[src/rtl/button_conditioner.sv]
// Push-button conditioner: two-flop synchronizer, symmetric debounce FSM and a
// saturating hold timer that flags a long press.
module button_conditioner #(
   parameter int unsigned DEBOUNCE_CYCLES = 500000,
   parameter int unsigned HOLD_CYCLES     = 50000000
) (
   input  logic clk,
   input  logic rst,
   input  logic btn_raw,
   output logic btn_level,
   output logic btn_hold
);

   localparam int unsigned CW = $clog2(DEBOUNCE_CYCLES);
   localparam int unsigned HW = $clog2(HOLD_CYCLES + 1);
   localparam logic [CW-1:0] CNT_LAST = CW'(DEBOUNCE_CYCLES - 1);
   localparam logic [HW-1:0] HCNT_MAX = HW'(HOLD_CYCLES);

   localparam logic [1:0] S_LOW       = 2'd0;
   localparam logic [1:0] S_WAIT_HIGH = 2'd1;
   localparam logic [1:0] S_HIGH      = 2'd2;
   localparam logic [1:0] S_WAIT_LOW  = 2'd3;

   logic          r_sync1;
   logic          r_sync2;
   logic [1:0]    r_state;
   logic [CW-1:0] r_cnt;
   logic [HW-1:0] r_hcnt;
   logic          r_level;
   logic          r_hold;

   logic [1:0]    w_state_d;
   logic [CW-1:0] w_cnt_d;
   logic [HW-1:0] w_hcnt_d;
   logic          w_level_d;
   logic          w_hold_d;

   always_comb begin
      w_state_d = r_state;
      w_cnt_d   = r_cnt;
      case (r_state)
         S_LOW: begin
            if (r_sync2) begin
               w_state_d = S_WAIT_HIGH;
               w_cnt_d   = CW'(1);
            end else begin
               w_cnt_d = '0;
            end
         end
         S_WAIT_HIGH: begin
            if (!r_sync2) begin
               w_state_d = S_LOW;
               w_cnt_d   = '0;
            end else if (r_cnt == CNT_LAST) begin
               w_state_d = S_HIGH;
               w_cnt_d   = '0;
            end else begin
               w_cnt_d = r_cnt + CW'(1);
            end
         end
         S_HIGH: begin
            if (!r_sync2) begin
               w_state_d = S_WAIT_LOW;
               w_cnt_d   = CW'(1);
            end else begin
               w_cnt_d = '0;
            end
         end
         S_WAIT_LOW: begin
            if (r_sync2) begin
               w_state_d = S_HIGH;
               w_cnt_d   = '0;
            end else if (r_cnt == CNT_LAST) begin
               w_state_d = S_LOW;
               w_cnt_d   = '0;
            end else begin
               w_cnt_d = r_cnt + CW'(1);
            end
         end
         default: begin
            w_state_d = S_LOW;
            w_cnt_d   = '0;
         end
      endcase
   end

   // Level is decoded from the next state so it flips on the same edge as the FSM.
   always_comb begin
      w_level_d = (w_state_d == S_HIGH) || (w_state_d == S_WAIT_LOW);
      if (!r_level) begin
         w_hcnt_d = '0;
      end else if (r_hcnt == HCNT_MAX) begin
         w_hcnt_d = r_hcnt;
      end else begin
         w_hcnt_d = r_hcnt + HW'(1);
      end
      w_hold_d = w_level_d && (w_hcnt_d == HCNT_MAX);
   end

   always_ff @(posedge clk or posedge rst) begin
      if (rst) begin
         r_sync1 <= 1'b0;
         r_sync2 <= 1'b0;
         r_state <= S_LOW;
         r_cnt   <= '0;
         r_hcnt  <= '0;
         r_level <= 1'b0;
         r_hold  <= 1'b0;
      end else begin
         r_sync1 <= btn_raw;
         r_sync2 <= r_sync1;
         r_state <= w_state_d;
         r_cnt   <= w_cnt_d;
         r_hcnt  <= w_hcnt_d;
         r_level <= w_level_d;
         r_hold  <= w_hold_d;
      end
   end

   assign btn_level = r_level;
   assign btn_hold  = r_hold;

endmodule

[config.mk]
export PLATFORM = sky130hd
export DESIGN_NAME = button_conditioner
export DESIGN_NICKNAME = d
export VERILOG_FILES = /design/src/rtl/button_conditioner.sv
export SDC_FILE = /design/constraint.sdc
export NUM_CORES = 1
export LEC_CHECK = 0
export ABC_AREA = 0
export CAP_MARGIN = 10
export CORE_MARGIN = 2
export CORE_UTILIZATION = 55
export CTS_CLUSTER_SIZE = 25
export DETAILED_ROUTE_END_ITERATION = 10
export PLACE_DENSITY = 0.72
export SYNTH_ARGS = -nofsm -noshare
export SYNTH_HDL_FRONTEND = slang
export SYNTH_SLANG_ARGS = --single-unit
export TNS_END_PERCENT = 20
[constraint.sdc]
create_clock -name clk -period 5.4 [get_ports clk]
set_clock_uncertainty 0.2 [all_clocks]
set_input_delay 0.54 -clock clk [delete_from_list [all_inputs] [get_ports clk]]
set_output_delay 0.54 -clock clk [all_outputs]
set_load 0.05 [all_outputs]
# Yosys cells after proc, flatten, opt, wreduce, memory -nomap -nowiden
# Index checks and enable logic that the tools add are counted.
[word_totals]
elab_cells = 35
ff_bits = 51
inputBits = 3
[classes]
n_eq_ne = 8
muxes = 15
addsub = 2
n_reduce_logical = 3
[op_table]
columns = ["cell", "count"]
rows = [
  ["19-bit one-hot mux with 4 select lines", 1],
  ["19-bit 2-to-1 mux", 3],
  ["26-bit == test, second input constant", 2],
  ["26-bit 2-to-1 mux", 2],
  ["26-bit by 1-bit adder with 26-bit output, second input constant", 1],
  ["19-bit by 1-bit adder with 19-bit output, second input constant", 1],
  ["19-bit == test, second input constant", 1],
  ["2-bit 2-to-1 mux", 6],
  ["2-bit == test, second input constant", 4],
  ["2-bit one-hot mux with 4 select lines", 1],
  ["2-bit by 1-bit == test with 1-bit output, second input constant", 1],
  ["2-bit logical NOT", 1],
  ["1-bit 2-to-1 mux", 2],
  ["1-bit logical AND", 1],
  ["1-bit logical OR", 1],
]

# Depth between registers and ports, before layout
[depth]
word_depth = 7
depth_mapped = 8

# Least setup slack after synthesis
# Ideal clock, no wire load.
[synth_timing]
path_type = "register to register"
start = "reg r_hcnt[1]"
end = "reg r_hold (netlist: btn_hold)"
path_buffers = 0
arrival_ns = 2.253
setup_time_ns = 0.096
path_stages_with_launch = 8
path_slack_ns = 2.851
cell_sequence = "dfrtp_1 -> ha_1 -> nand3_4 -> nor4_4 -> nand3_1 -> xor2_1 -> or4_4 -> nor4_2"
[synth_via]
elab_chain_len = 5
[synth_rtl]
columns = ["item", "line_no", "source"]
rows = [
  ["start: declaration", "28", "logic [HW-1:0] r_hcnt;"],
  ["start signal: assignment", "114", "r_hcnt <= w_hcnt_d;"],
  ["26-bit by 1-bit adder with 26-bit output / 26-bit == test (equally long branches)", "95, 92", ""],
  ["26-bit 2-to-1 mux *", "92", "end else if (r_hcnt == HCNT_MAX) begin"],
  ["26-bit 2-to-1 mux *", "90", "if (!r_level) begin"],
  ["26-bit == test *", "97", "w_hold_d = w_level_d && (w_hcnt_d == HCNT_MAX);"],
  ["1-bit logical AND *", "97", ""],
  ["via w_hold_d", "36", "logic w_hold_d;"],
  ["end signal: assignment", "116", "r_hold <= w_hold_d;"],
  ["end: declaration", "30", "logic r_hold;"],
]
# Mark *: on every way through the listed nets, which the timed path passes. The rest lies on a longest branch.

# Worst setup path after layout
# Same ends and word-level chain as after synthesis.

==> flow_summary.toml <==
[status]
status = "completed"

[finish]
finalNonFillerCells = 326
final_common_cell = "dfrtp_1"
fin_nets = 278
layout_common_cells = "dfrtp_1, nor2_1, xor2_1, nand3_1, nand2_1"
drive_above_1_share = 0.06618
final_area_sq_mm = 0.002833
synthToLayoutAreaGrowth_pct = 6.391
n_antenna_cell = 0

[route]
wl_per_cell_um = 14.89
ant_nets = 0
drtIter0Drc = 91
viasPerCell = 5.706
drc_errors = 0
first_pass_iters = 4
vias = 1860
routed_wl_mm = 4.854

[synthesis]
synth_xor_area_frac = 0.1283
async_flop_share = 1.000
yosys-mux-area-fraction = 0.02350
synth_edf_count = 0
yosysWarnings = 0
synth_seq_area_share = 0.4793
synth_fp_nets = 276
yosys.area_share.simple = 0.2951
synth_compound_area_frac = 0.03055
synthCells = 270
synth_cell_types = 43
ys.flop_type = "dfrtp_1"
syn_area_sq_mm = 0.002663
synthAdderAreaFrac = 0.01410
synth_top_family_by_area = "simple AND/OR/NAND/NOR gates"
synth-seq-cells = 51
postSynthAreaPerCell_sq_um = 9.861

[power]
finalPower_mw = 0.6499
power_density_mw_per_mm2 = 229.4
ir_drop_uv = 116.8
p_leak_nw = 1.150

[setup_path]
crit_path_start_kind = "register"
arrival_ps = 2810
crit_path_end_kind = "register"
r2r_cells = 7
rrSetupSlack_ps = 2600
r2r-start = "r_hcnt[1]"
r2r_end = "btn_hold"
critPathKind = "reg -> reg"
cp.required_ps = 5410
path_max_fanout = 7

[place]
place_ws_ps = 2612
post_dp_cell_area_sq_mm = 0.002730
io_buffers = 4
dp_hpwl_mm = 3.440
dp.cells = 319
routabilityCongestion = 0.8067

[grt]
grt_pass1_vias = 1835
antenna_found_initial = 0
grt_max_degree = 52
grt_use_total = 0.2029
globalRouteOverflowTotal = 0
grt_first_pass_wirelength_mm = 8.342

[sta]
grt_setup_unrepaired = "no"
fin_setup_tns_ps = 0
hold_violations = 0
fin_crit_sh = 0.5184
relSlewSlack = 0.3136
min_period_ps = 2799
setup_viol_count_final = 0
max_freq_mhz = 357.2
worstMarginPinSlew_ps = 1028
setup_slack_ps = 2601
drv_slew = 0

[cts]
ctsResizeCount = 0
clk_latency_ps = 300
cts_root_buf = "clkbuf_8"
cts.clk_slew.worst_paths_ps = 80
cts_tree = "yes"
clk_path_buf_depth = 2
hold_buffers = 0
cts_inserted_buffers = 5
cts.sinks = 51
post_cts_buffers = 0
htreeDepth = 2

[hold_path]
hold_path_depth = 0
min_path_type = "reg -> reg"
min_from = "r_sync1"
min_to = "r_sync2"

[die]
dieArea_sq_mm = 0.005413
die_y_um = 73.58
io_pins = 5
std_cell_rows = 25
core_area_sq_mm = 0.004692
die_x_um = 73.58
start_util = 0.5675

[flow_run]
drv_cap = 0
[layout make-up]
type | instances | area [sq um]
flip-flops and latches | 51 | 1276
fillers | 398 | 1859
clock buffers | 6 | 72.57
multi-input cells | 200 | 1309
clock inverters | 1 | 30.03
repair buffers | 4 | 40.04
inverters | 10 | 37.54
well taps | 54 | 67.56
[cells in the mapped netlist (all sizes together) (3+ instances only)]
library cell	n	area, sq um
xnor2	13	113.9
nand4	16	121.4
mux2i	4	40.04
and3	7	43.79
dfrtp	51	1276
ha	3	37.54
xor2	26	227.7
nand2	17	63.81
buf	4	20.02
clkbuf	5	20.01
nor3	4	20.02
nor4	11	102.6
and2	3	18.77
inv	10	37.54
nand3	20	112.6
a21oi	4	20.02
nand2b	4	25.02
o21ai	3	15.01
nor2	43	161.4
[worst max-delay path, cell delays in order (launching register included)]
cell and delay, ps:
dfrtp_1 450, ha_1 290, nand3_4 150, nor4_4 470, nand3_1 140, xor2_1 180, or4_4 530, nor4_2 280
[state kept, by name, summed over array words and instances, names as in the netlist]
signal     cells
btn_level      1
btn_hold       1
r_hcnt        26
r_state        2
r_sync2        1
r_cnt         19
r_sync1        1
[power by group]
group	internal [mW]	switching [mW]	total, mW
combinational	0.00296	0.0105	0.0134
sequential	0.384	0.00173	0.385
clock	0.136	0.115	0.251
total	0.522	0.127	0.650
[stage by stage]
stage	util	hold slack, ps
CTS	0.6037	163.0
global route	0.6037	179.6
global placement	0.5819	132.6
floorplan	-	131.2
finish	0.6037	162.8
detailed placement	0.5819	142.6
[worst max path at each step]
stage | start | to | depth (start not counted)
3_3_place_gp | r_hcnt[1] | btn_hold | 7
2_1_floorplan | r_hcnt[1] | btn_hold | 7
6_report | r_hcnt[1] | btn_hold | 7
5_1_grt | r_hcnt[1] | btn_hold | 7
4_1_cts | r_hcnt[1] | btn_hold | 7
3_5_place_dp | r_hcnt[1] | btn_hold | 7
[per-layer routing]
layer,track usage,vias up,wire length (um)
met2,0.3264,20,2327
met1,0.2690,896,2314
met5,0,-,0
li1,-,936,-
met4,0.07273,0,86
met3,0.04527,8,124
[cell families after synthesis]
logic type / count (synthesis)
simple gates: 139
flops: 51
xor+xnor: 39
buf+inv: 19
mux: 6
fa+ha+maj: 3
compound gates: 13
No activity file was read; power rests on OpenSTA's default activity.
